File: config.mk
export PLATFORM = sky130hd
export DESIGN_NAME = fifo_wr_arb
export DESIGN_NICKNAME = d
export VERILOG_FILES = /design/src/rtl/fifo_pkg.sv /design/src/rtl/fifo_wr_arb_rr_arbiter.sv /design/src/rtl/fifo_wr_arb.sv
export SDC_FILE = /design/constraint.sdc
export NUM_CORES = 1
export LEC_CHECK = 0
export ABC_AREA = 1
export CAP_MARGIN = 30
export CORE_MARGIN = 3
export CORE_UTILIZATION = 48
export DETAILED_ROUTE_END_ITERATION = 7
export PLACE_DENSITY = 0.87
export SKIP_CTS_REPAIR_TIMING = 1
export SYNTH_ARGS = -nofsm -noshare
export SYNTH_HDL_FRONTEND = slang
export SYNTH_HIERARCHICAL = 1
export SYNTH_SLANG_ARGS = --single-unit
File: constraint.sdc
create_clock -name wclk -period 9.27 [get_ports wclk]
set_input_delay 2.3175 -clock wclk [delete_from_list [all_inputs] [get_ports wclk]]
set_output_delay 2.3175 -clock wclk [all_outputs]
set_load 0.1 [all_outputs]
File: src/rtl/fifo_pkg.sv
// -----------------------------------------------------------------------------
// fifo_pkg
// Shared definitions for the write side of the asynchronous FIFO:
//   - default geometry (address width, data width, requester count, threshold)
//   - write-side arbitration FSM state encoding
//   - binary <-> Gray conversion helpers
// The conversion helpers work on 32-bit containers.
// Callers zero-extend narrower pointers in and truncate the result back.
// Both conversions are exact for any width up to 32 bits when the unused upper
// bits are zero.
// -----------------------------------------------------------------------------
package fifo_pkg;

   localparam int ADDRSIZE_DEF  = 4;   // depth 16
   localparam int DSIZE_DEF     = 8;
   localparam int NREQ_DEF      = 4;
   localparam int AFULL_LVL_DEF = 12;

   // Write-side FSM. IDLE arbitrates among all requesters.
   // BURST locks the grant to the current owner until its last beat.
   typedef enum logic {
      ST_IDLE  = 1'b0,
      ST_BURST = 1'b1
   } wr_state_e;

   function automatic logic [31:0] bin2gray(input logic [31:0] b);
      return b ^ (b >> 1);
   endfunction

   // Each binary bit is the XOR of all Gray bits at or above it.
   function automatic logic [31:0] gray2bin(input logic [31:0] g);
      logic [31:0] b;
      b = g;
      for (int i = 1; i < 32; i++) begin
         b = b ^ (g >> i);
      end
      return b;
   endfunction

endpackage : fifo_pkg

File: src/rtl/fifo_wr_arb_rr_arbiter.sv
// -----------------------------------------------------------------------------
// rr_arbiter
// Purely combinational round-robin arbiter.
// The search starts one position after last_grant and wraps modulo NREQ.
// The first asserted request found wins.
//
// Ports
//   req          in   NREQ  request vector
//   last_grant   in   IW    index of the most recent winner (rotating pointer)
//   grant        out  NREQ  one-hot grant (all zero when no request)
//   grant_idx    out  IW    binary index of the winner (last_grant if none)
//   grant_valid  out  1     at least one request present
// -----------------------------------------------------------------------------
module rr_arbiter #(
   parameter int NREQ = 4,
   parameter int IW   = (NREQ > 1) ? $clog2(NREQ) : 1
) (
   input  logic [NREQ-1:0] req,
   input  logic [IW-1:0]   last_grant,
   output logic [NREQ-1:0] grant,
   output logic [IW-1:0]   grant_idx,
   output logic            grant_valid
);

   logic [IW-1:0] idx;

   always_comb begin
      // NOTE: every variable written here gets a default first, so no path
      // leaves one unassigned and no latch is inferred.
      grant       = '0;
      grant_idx   = last_grant;
      grant_valid = 1'b0;
      idx         = '0;
      for (int k = 1; k <= NREQ; k++) begin
         idx = IW'((int'(last_grant) + k) % NREQ);
         if (!grant_valid && req[idx]) begin
            grant_valid = 1'b1;
            grant_idx   = idx;
            grant[idx]  = 1'b1;
         end
      end
   end

endmodule : rr_arbiter

File: src/rtl/fifo_wr_arb.sv
// -----------------------------------------------------------------------------
// fifo_wr_arb
// Write side of an asynchronous FIFO, fed by NREQ round-robin requesters.
// A requester that starts a multi-beat burst keeps the grant until it
// presents its last beat.
// The selected word goes straight to the RAM write port in the same cycle.
// Full, level and almost-full are registered, computed against the read
// pointer already synchronized into wclk.
//
// Ports
//   wclk          in   1              clock, rising edge
//   wrst          in   1              synchronous active-high reset
//   req_valid     in   NREQ           per-requester word valid
//   req_data      in   NREQ*DSIZE     requester i at [i*DSIZE +: DSIZE]
//   req_last      in   NREQ           final beat of a requester burst
//   req_ready     out  NREQ           per-requester accept (at most one high)
//   wq2_rptr      in   ADDRSIZE+1     Gray read pointer, synchronized to wclk
//   wptr          out  ADDRSIZE+1     Gray write pointer to the read domain
//   waddr         out  ADDRSIZE       RAM write address
//   wdata         out  DSIZE          RAM write data
//   wclken        out  1              RAM write enable
//   wfull         out  1              FIFO full
//   walmost_full  out  1              occupancy >= AFULL_LVL
//   wlevel        out  ADDRSIZE+1     occupancy estimate, 0..2**ADDRSIZE
//   grant_id      out  clog2(NREQ)    current selection, else last winner
// -----------------------------------------------------------------------------
module fifo_wr_arb
   import fifo_pkg::*;
#(
   parameter  int ADDRSIZE  = ADDRSIZE_DEF,
   parameter  int DSIZE     = DSIZE_DEF,
   parameter  int NREQ      = NREQ_DEF,
   parameter  int AFULL_LVL = AFULL_LVL_DEF,
   localparam int IW        = (NREQ > 1) ? $clog2(NREQ) : 1
) (
   input  logic                  wclk,
   input  logic                  wrst,
   input  logic [NREQ-1:0]       req_valid,
   input  logic [NREQ*DSIZE-1:0] req_data,
   input  logic [NREQ-1:0]       req_last,
   output logic [NREQ-1:0]       req_ready,
   input  logic [ADDRSIZE:0]     wq2_rptr,
   output logic [ADDRSIZE:0]     wptr,
   output logic [ADDRSIZE-1:0]   waddr,
   output logic [DSIZE-1:0]      wdata,
   output logic                  wclken,
   output logic                  wfull,
   output logic                  walmost_full,
   output logic [ADDRSIZE:0]     wlevel,
   output logic [IW-1:0]         grant_id
);

   localparam int PW = ADDRSIZE + 1;

   wr_state_e       state_q, state_d;
   logic [PW-1:0]   wbin_q;
   logic [IW-1:0]   last_grant_q;   // rotating pointer; also the burst owner
   logic [IW-1:0]   grant_q;        // winner shown when nothing is selected

   logic [NREQ-1:0] arb_grant;
   logic [IW-1:0]   arb_idx;
   logic            arb_valid;

   logic [NREQ-1:0] owner_onehot;
   logic [NREQ-1:0] sel_onehot;
   logic [IW-1:0]   sel_idx;
   logic            sel_valid;
   logic            sel_last;

   logic [PW-1:0]   wbin_d;
   logic [PW-1:0]   wgray_d;
   logic [PW-1:0]   rbin;
   logic [PW-1:0]   level_d;
   logic [PW-1:0]   full_gray;

   // --------------------------------------------------------------------------
   // Arbitration
   // --------------------------------------------------------------------------
   rr_arbiter #(
      .NREQ (NREQ),
      .IW   (IW)
   ) u_rr_arbiter (
      .req         (req_valid),
      .last_grant  (last_grant_q),
      .grant       (arb_grant),
      .grant_idx   (arb_idx),
      .grant_valid (arb_valid)
   );

   assign owner_onehot = NREQ'(1) << last_grant_q;

   // In BURST the owner is the only candidate.
   // A missing owner beat is a bubble, not a release of the grant.
   // Nothing is selected during reset, so ready and wclken stay low.
   always_comb begin
      sel_valid  = 1'b0;
      sel_idx    = last_grant_q;
      sel_onehot = '0;
      if (!wrst) begin
         if (state_q == ST_BURST) begin
            sel_valid  = req_valid[last_grant_q];
            sel_onehot = sel_valid ? owner_onehot : '0;
         end else begin
            sel_valid  = arb_valid;
            sel_idx    = arb_idx;
            sel_onehot = arb_grant;
         end
      end
   end

   assign req_ready = sel_onehot & {NREQ{~wfull}};
   assign wclken    = |(req_valid & req_ready);
   assign sel_last  = req_last[sel_idx];
   assign wdata     = req_data[int'(sel_idx)*DSIZE +: DSIZE];
   assign waddr     = wbin_q[ADDRSIZE-1:0];
   assign grant_id  = sel_valid ? sel_idx : grant_q;

   // --------------------------------------------------------------------------
   // Pointer and flag next-state
   // All flags are evaluated on the post-write pointer against the current
   // synchronized read pointer.
   // A read pointer that is a few cycles stale only makes full and level
   // pessimistic, never optimistic.
   // --------------------------------------------------------------------------
   always_comb begin
      wbin_d    = wbin_q + PW'(wclken);
      wgray_d   = PW'(bin2gray(32'(wbin_d)));
      rbin      = PW'(gray2bin(32'(wq2_rptr)));
      level_d   = wbin_d - rbin;   // modulo 2**PW, so rollover is harmless
      // Full when the pointers differ only in the wrap bit.
      // In Gray code that flips the top two bits.
      full_gray = {~wq2_rptr[ADDRSIZE:ADDRSIZE-1], wq2_rptr[ADDRSIZE-2:0]};
   end

   // --------------------------------------------------------------------------
   // FSM next-state
   // --------------------------------------------------------------------------
   always_comb begin
      state_d = state_q;
      case (state_q)
         ST_IDLE:  if (wclken && !sel_last) state_d = ST_BURST;
         ST_BURST: if (wclken &&  sel_last) state_d = ST_IDLE;
         default:  state_d = ST_IDLE;
      endcase
   end

   // --------------------------------------------------------------------------
   // State registers
   // --------------------------------------------------------------------------
   always_ff @(posedge wclk) begin
      // NOTE: non-blocking assignments only, so every register samples the
      // pre-edge values no matter how the blocks are ordered.
      if (wrst) begin
         state_q      <= ST_IDLE;
         wbin_q       <= '0;
         wptr         <= '0;
         wfull        <= 1'b0;
         walmost_full <= 1'b0;
         wlevel       <= '0;
         last_grant_q <= IW'(NREQ - 1);   // requester 0 is searched first
         grant_q      <= '0;
      end else begin
         state_q      <= state_d;
         wbin_q       <= wbin_d;
         wptr         <= wgray_d;
         wfull        <= (wgray_d == full_gray);
         walmost_full <= (int'(level_d) >= AFULL_LVL);
         wlevel       <= level_d;
         if (wclken) begin
            last_grant_q <= sel_idx;
            grant_q      <= sel_idx;
         end
      end
   end

endmodule : fifo_wr_arb

==> flow_summary.ini, run 1 <==
[global_routing]
globalRouteOverflowTotal = 0
grt_start_max_net_pins = 21
grt_use_total = 0.217
grt_pass1_vias = 2111
antenna_found_initial = 0
grt_pass1_wl_um = 9270

[critical_path]
timing_worst_setup_path_type = primary input to output pin
r2r_setup_slack_ns = 4.96
worst-endpoint-required_ns = 6.95
critical_path_arrival_ns = 5.76
worst_path_max_fanout = 11
worst_r2r_startpoint = last_grant_q[0]
startpoint_type = primary input
critical_path.endpoint_type = output pin
setup.worst_path.start = req_valid[0]

[cts]
clock_tree.buffer_depth = 2
clock_root_cell = clkbuf_8
cts_num_sinks = 21
cts_tree = yes
numCtsBuffers = 3
clkSlewWorstSetupHoldPaths_ns = 0.07
worst_skew_pair.late_latency_ns = 0.25
h-tree-depth = 1

[synth]
synth-edff-count = 0
yosysSeqAreaShare = 0.208
yosysUniqueCellTypes = 33
postSynthCellCount = 327
synth_area_leader_cell = dfxtp_1
synth.net_count = 387
yosysTopAreaCellShare = 0.208
synth.area.top_cells = dfxtp_1, nand2_1, nand3_1, nor2_1, ha_1
synth_ff_type = dfxtp_1
postSynth.asyncResetShare = 0
syn-mean-instance-area_um2 = 6.18
flops_latches_synth = 21
synthesis.area_um2 = 2020
synthesis.yosys.warnings = 6

[sta]
hold_viol_final = 0
timing_worst_slew_pin_value_ns = 0.994
min_period_over_period = 0.871
setup_viol = 0
finalClockSkew_ns = 0.00114
maxSlewViolCount = 0
finalWorstPathRequiredPeriod_ns = 8.08
max_freq_mhz = 124
unrepaired_setup_endpoints_after_global_routing = no
fin_setup_tns_ns = 0
worst_slew_margin = 0.335

[cells_and_area]
num-nets-final = 462
synthToLayoutAreaGrowth_pct = 40.9
antenna_cells = 0
layout-drive-gt1-share = 0.0923
finalCoreUtilization = 0.739

[place]
dp_hpwl_um = 4610
numPortBuffers = 77
gpl.final_weighted_congestion = 0.898

[floorplan]
io-pin-count = 78
core.rowCount = 22
placeableCoreArea_um2 = 3850
die_width_um = 70.9
start_util = 0.525
die_height_um = 70.9
dieArea_um2 = 5030

[routing]
drt.antenna.violating_nets = 0
num_vias = 2358
drt-total-wl_um = 5730
first_iter_violations = 180
routedWlPerCell_um = 12.8
drc_errors = 0
firstDrtPassIters = 4
routed_via_density = 5.25

[min_path]
hold_path_origin = grant_q[1]
timing.hold.worst.class = register to register

[job]
cap_viol_max_count = 0

[status]
run_status = finished, final reports clean
[cell usage after synthesis, drive strengths merged, types with 4 or more instances]
cell type  instances
a21boi             4
a21oi             10
buf                6
dfxtp             21
ha                13
inv               43
nand2             88
nand3             38
nand4             11
nor2              48
o21ai             24
o22ai              8
xor2               5
[cell families after synthesis]
| kind of cell | after synthesis | share of synthesized area |
|---|---|---|
| AO/OA/AOI/OAI | 49 | 0.139 |
| buffers and inverters | 50 | 0.105 |
| AND/OR/NAND/NOR | 186 | 0.426 |
| XOR/XNOR | 8 | 0.0421 |
| flip-flops | 21 | 0.208 |
| adder cells (fa/ha/maj) | 13 | 0.0804 |
[area by class of cell]
cell class                 count  area [um2]
clock buffer                   4        45.0
fill                         328        1000
inverter                      43         164
multi-input combinational    256        1390
sequential                    21         420
tap                           48        60.1
timing repair buffer          77         771
[path summary, 6_finish.rpt]
kind                   to  depth (start not counted)
max           grant_id[1]                         14
max reg2reg  walmost_full                         25
min            grant_q[1]                          2
min reg2reg    grant_q[1]                          2
[layer usage]
layer	routed length (um)	up-vias	GRT usage
met4	66	0	0.0626
met2	2930	71	0.390
met5	0	-	0
met3	291	9	0.0213
met1	2440	1064	0.274
li1	-	1214	-
[state kept, by name, summed over array words and instances, names as in the netlist, named ones only]
name and flops:
wptr 5, wbin_q 4, grant_q 2, walmost_full 1, last_grant_q 2, wlevel 5, wfull 1
[worst max-delay path, stage by stage]
cell	delay (ns)
clkdlybuf4s50_1	0.58
nand2_1	0.12
nand2_2	0.13
nand2_2	0.09
nand2_2	0.12
inv_2	0.08
nand2_1	0.07
nand2_1	0.05
nand2_1	0.06
nand2_1	0.05
o21ai_1	0.38
inv_1	0.33
a21oi_1	0.21
clkdlybuf4s50_1	1.16
[through the flow]
step                      std cells  instance area (um2)  setup slack [ns]  hold slack, ns
after floorplan                 327                 2020              2.03           0.444
after global placement          445                 2800              1.29           0.459
after detailed placement        445                 2800              1.25           0.466
after CTS                       449                 2850              1.24           0.476
after global routing            449                 2850             0.930           0.497
final                           449                 2850              1.19           0.474
[cells in the final DEF (no fill, tap or decap), types with 2 or more instances in the layout]
master / netlist / routed
o21ai_0: 15 / 15
a21boi_0: 4 / 4
o22ai_1: 8 / 8
ha_1: 13 / 13
nor2_1: 45 / 45
nand2_2: 10 / 10
inv_1: 33 / 33
nand4_1: 10 / 10
xnor2_1: 3 / 3
xor2_1: 3 / 3
clkbuf_8: 0 / 3
nand2_1: 77 / 77
a21oi_1: 9 / 9
xor2_2: 2 / 2
inv_2: 9 / 9
nand3_1: 34 / 34
nand3_2: 4 / 4
dfxtp_1: 21 / 21
o21ai_1: 8 / 8
clkdlybuf4s50_1: 0 / 77
o211ai_1: 2 / 2
Power of run 1 is not shown: default switching activity piles up to over one toggle a cycle in this logic, so the estimate is an artifact.
==> inputs of run 2 (changes only) <==
--- a/config.mk
+++ b/config.mk
@@ -7,10 +7,9 @@
 export LEC_CHECK = 0
 export ABC_AREA = 1
 export CAP_MARGIN = 30
-export CORE_MARGIN = 3
-export CORE_UTILIZATION = 48
+export CORE_MARGIN = 8
+export CORE_UTILIZATION = 30
 export DETAILED_ROUTE_END_ITERATION = 7
-export PLACE_DENSITY = 0.87
 export SKIP_CTS_REPAIR_TIMING = 1
 export SYNTH_ARGS = -nofsm -noshare
 export SYNTH_HDL_FRONTEND = slang
==> constraint.sdc (replaced) <==
create_clock -name wclk -period 9.27 [get_ports wclk]
set_input_delay 1.854 -clock wclk [delete_from_list [all_inputs] [get_ports wclk]]
set_output_delay 1.854 -clock wclk [all_outputs]
set_load 0.1 [all_outputs]
==> flow_summary.ini, run 2 (same netlist as run 1, synthesis figures left out) <==
[routing]
drt-total-wl_um = 6540
drt.antenna.violating_nets = 0
firstDrtPassIters = 4
routed_via_density = 4.89
drc_errors = 0
first_iter_violations = 72
num_vias = 2350
routedWlPerCell_um = 13.6

[global_routing]
globalRouteOverflowTotal = 0
antenna_found_initial = 0
grt_start_max_net_pins = 21
grt_pass1_vias = 2334
grt_use_total = 0.135
grt_pass1_wl_um = 10900

[floorplan]
core.rowCount = 30
start_util = 0.304
io-pin-count = 78
die_width_um = 98.1
die_height_um = 98.1
placeableCoreArea_um2 = 6640
dieArea_um2 = 9620

[place]
placed_cells_incl_taps = 477
numPortBuffers = 77
dp_hpwl_um = 5370
gpl.final_weighted_congestion = 0.879

[cts]
clock_root_cell = clkbuf_8
worst_skew_pair.late_latency_ns = 0.26
clkSlewWorstSetupHoldPaths_ns = 0.07
cts_num_sinks = 21
numCtsBuffers = 3
clock_tree.buffer_depth = 2
h-tree-depth = 1
cts_tree = yes

[sta]
unrepaired_setup_endpoints_after_global_routing = no
setup_viol = 0
timing_worst_slew_pin_value_ns = 1.00
worst_slew_margin = 0.328
finalClockSkew_ns = 0.00148
max_freq_mhz = 140
hold_viol_final = 0
finalWorstPathRequiredPeriod_ns = 7.13
min_period_over_period = 0.769
maxSlewViolCount = 0
fin_setup_tns_ns = 0

[critical_path]
setup.worst_path.start = req_valid[2]
critical_path.endpoint_type = output pin
startpoint_type = primary input
worst_r2r_startpoint = last_grant_q[0]
timing_worst_setup_path_type = primary input to output pin
worst-endpoint-required_ns = 7.42
worst_path_max_fanout = 11
critical_path_arrival_ns = 5.28

[cells_and_area]
multiInputGateArea_um2 = 1390
synthToLayoutAreaGrowth_pct = 42.9
filler_cell_count = 706
antenna_cells = 0
final_cells = 481
layout-drive-gt1-share = 0.0923
most-common-layout-cells = nand2_1, clkdlybuf4s50_1, nor2_1
ff_latch_area_um2 = 420
num-nets-final = 462
reg.largest.list = wlevel (5), wptr (5), wbin_q (4)

[min_path]
timing.hold.worst.class = register to register
hold_path_origin = grant_q[1]

[job]
cap_viol_max_count = 0

[status]
run_status = finished, final reports clean
## run 2: layout make-up
cell class / count / share of cell area
tap: 80 / 0.0346
timing repair buffer: 77 / 0.267
multi-input combinational: 256 / 0.481
clock buffer: 4 / 0.0156
sequential: 21 / 0.146
inverter: 43 / 0.0567
## run 2: path summary, 6_finish.rpt
path | end | slack (ns) | cells after the start
worst max-delay path | grant_id[1] | 2.14 | 14
worst min register to register | grant_q[1] | 0.47 | 2
worst min-delay path | grant_q[1] | 0.47 | 2
worst max register to register | walmost_full | 4.90 | 26
## run 2: layer usage
| metal | routed length, um | global-route usage | vias to the layer above | part of all wire |
|---|---|---|---|---|
| li1 | - | - | 1210 | - |
| met1 | 2670 | 0.146 | 1085 | 0.41 |
| met2 | 3530 | 0.261 | 46 | 0.54 |
| met3 | 240 | 0.0220 | 9 | 0.037 |
| met4 | 98 | 0.0360 | 0 | 0.015 |
| met5 | 0 | 0 | - | 0 |
## run 2: critical path, cell delays in order
cell and delay (ns):
clkdlybuf4s50_1 0.61, inv_1 0.07, nand2_1 0.07, nand3_2 0.14
nand3_1 0.10, nand2_1 0.05, nor2_1 0.13, nand2_1 0.07
nand2_1 0.07, nand2_1 0.05, o21ai_1 0.37, inv_1 0.33
a21oi_1 0.20, clkdlybuf4s50_1 1.15
## run 2: through the flow
| stage | hold WS, ns | utilization | cell area (um2) | setup WS (ns) |
|---|---|---|---|---|
| detailed placement | 0.462 | 0.428 | 2840 | 2.10 |
| CTS | 0.473 | 0.435 | 2890 | 2.08 |
| floorplan | 0.444 | - | 2020 | 2.96 |
| global placement | 0.458 | 0.428 | 2840 | 2.07 |
| global route | 0.482 | 0.435 | 2890 | 1.84 |
| finish | 0.468 | 0.435 | 2890 | 2.14 |
Power of run 2 is left out for the same reason.
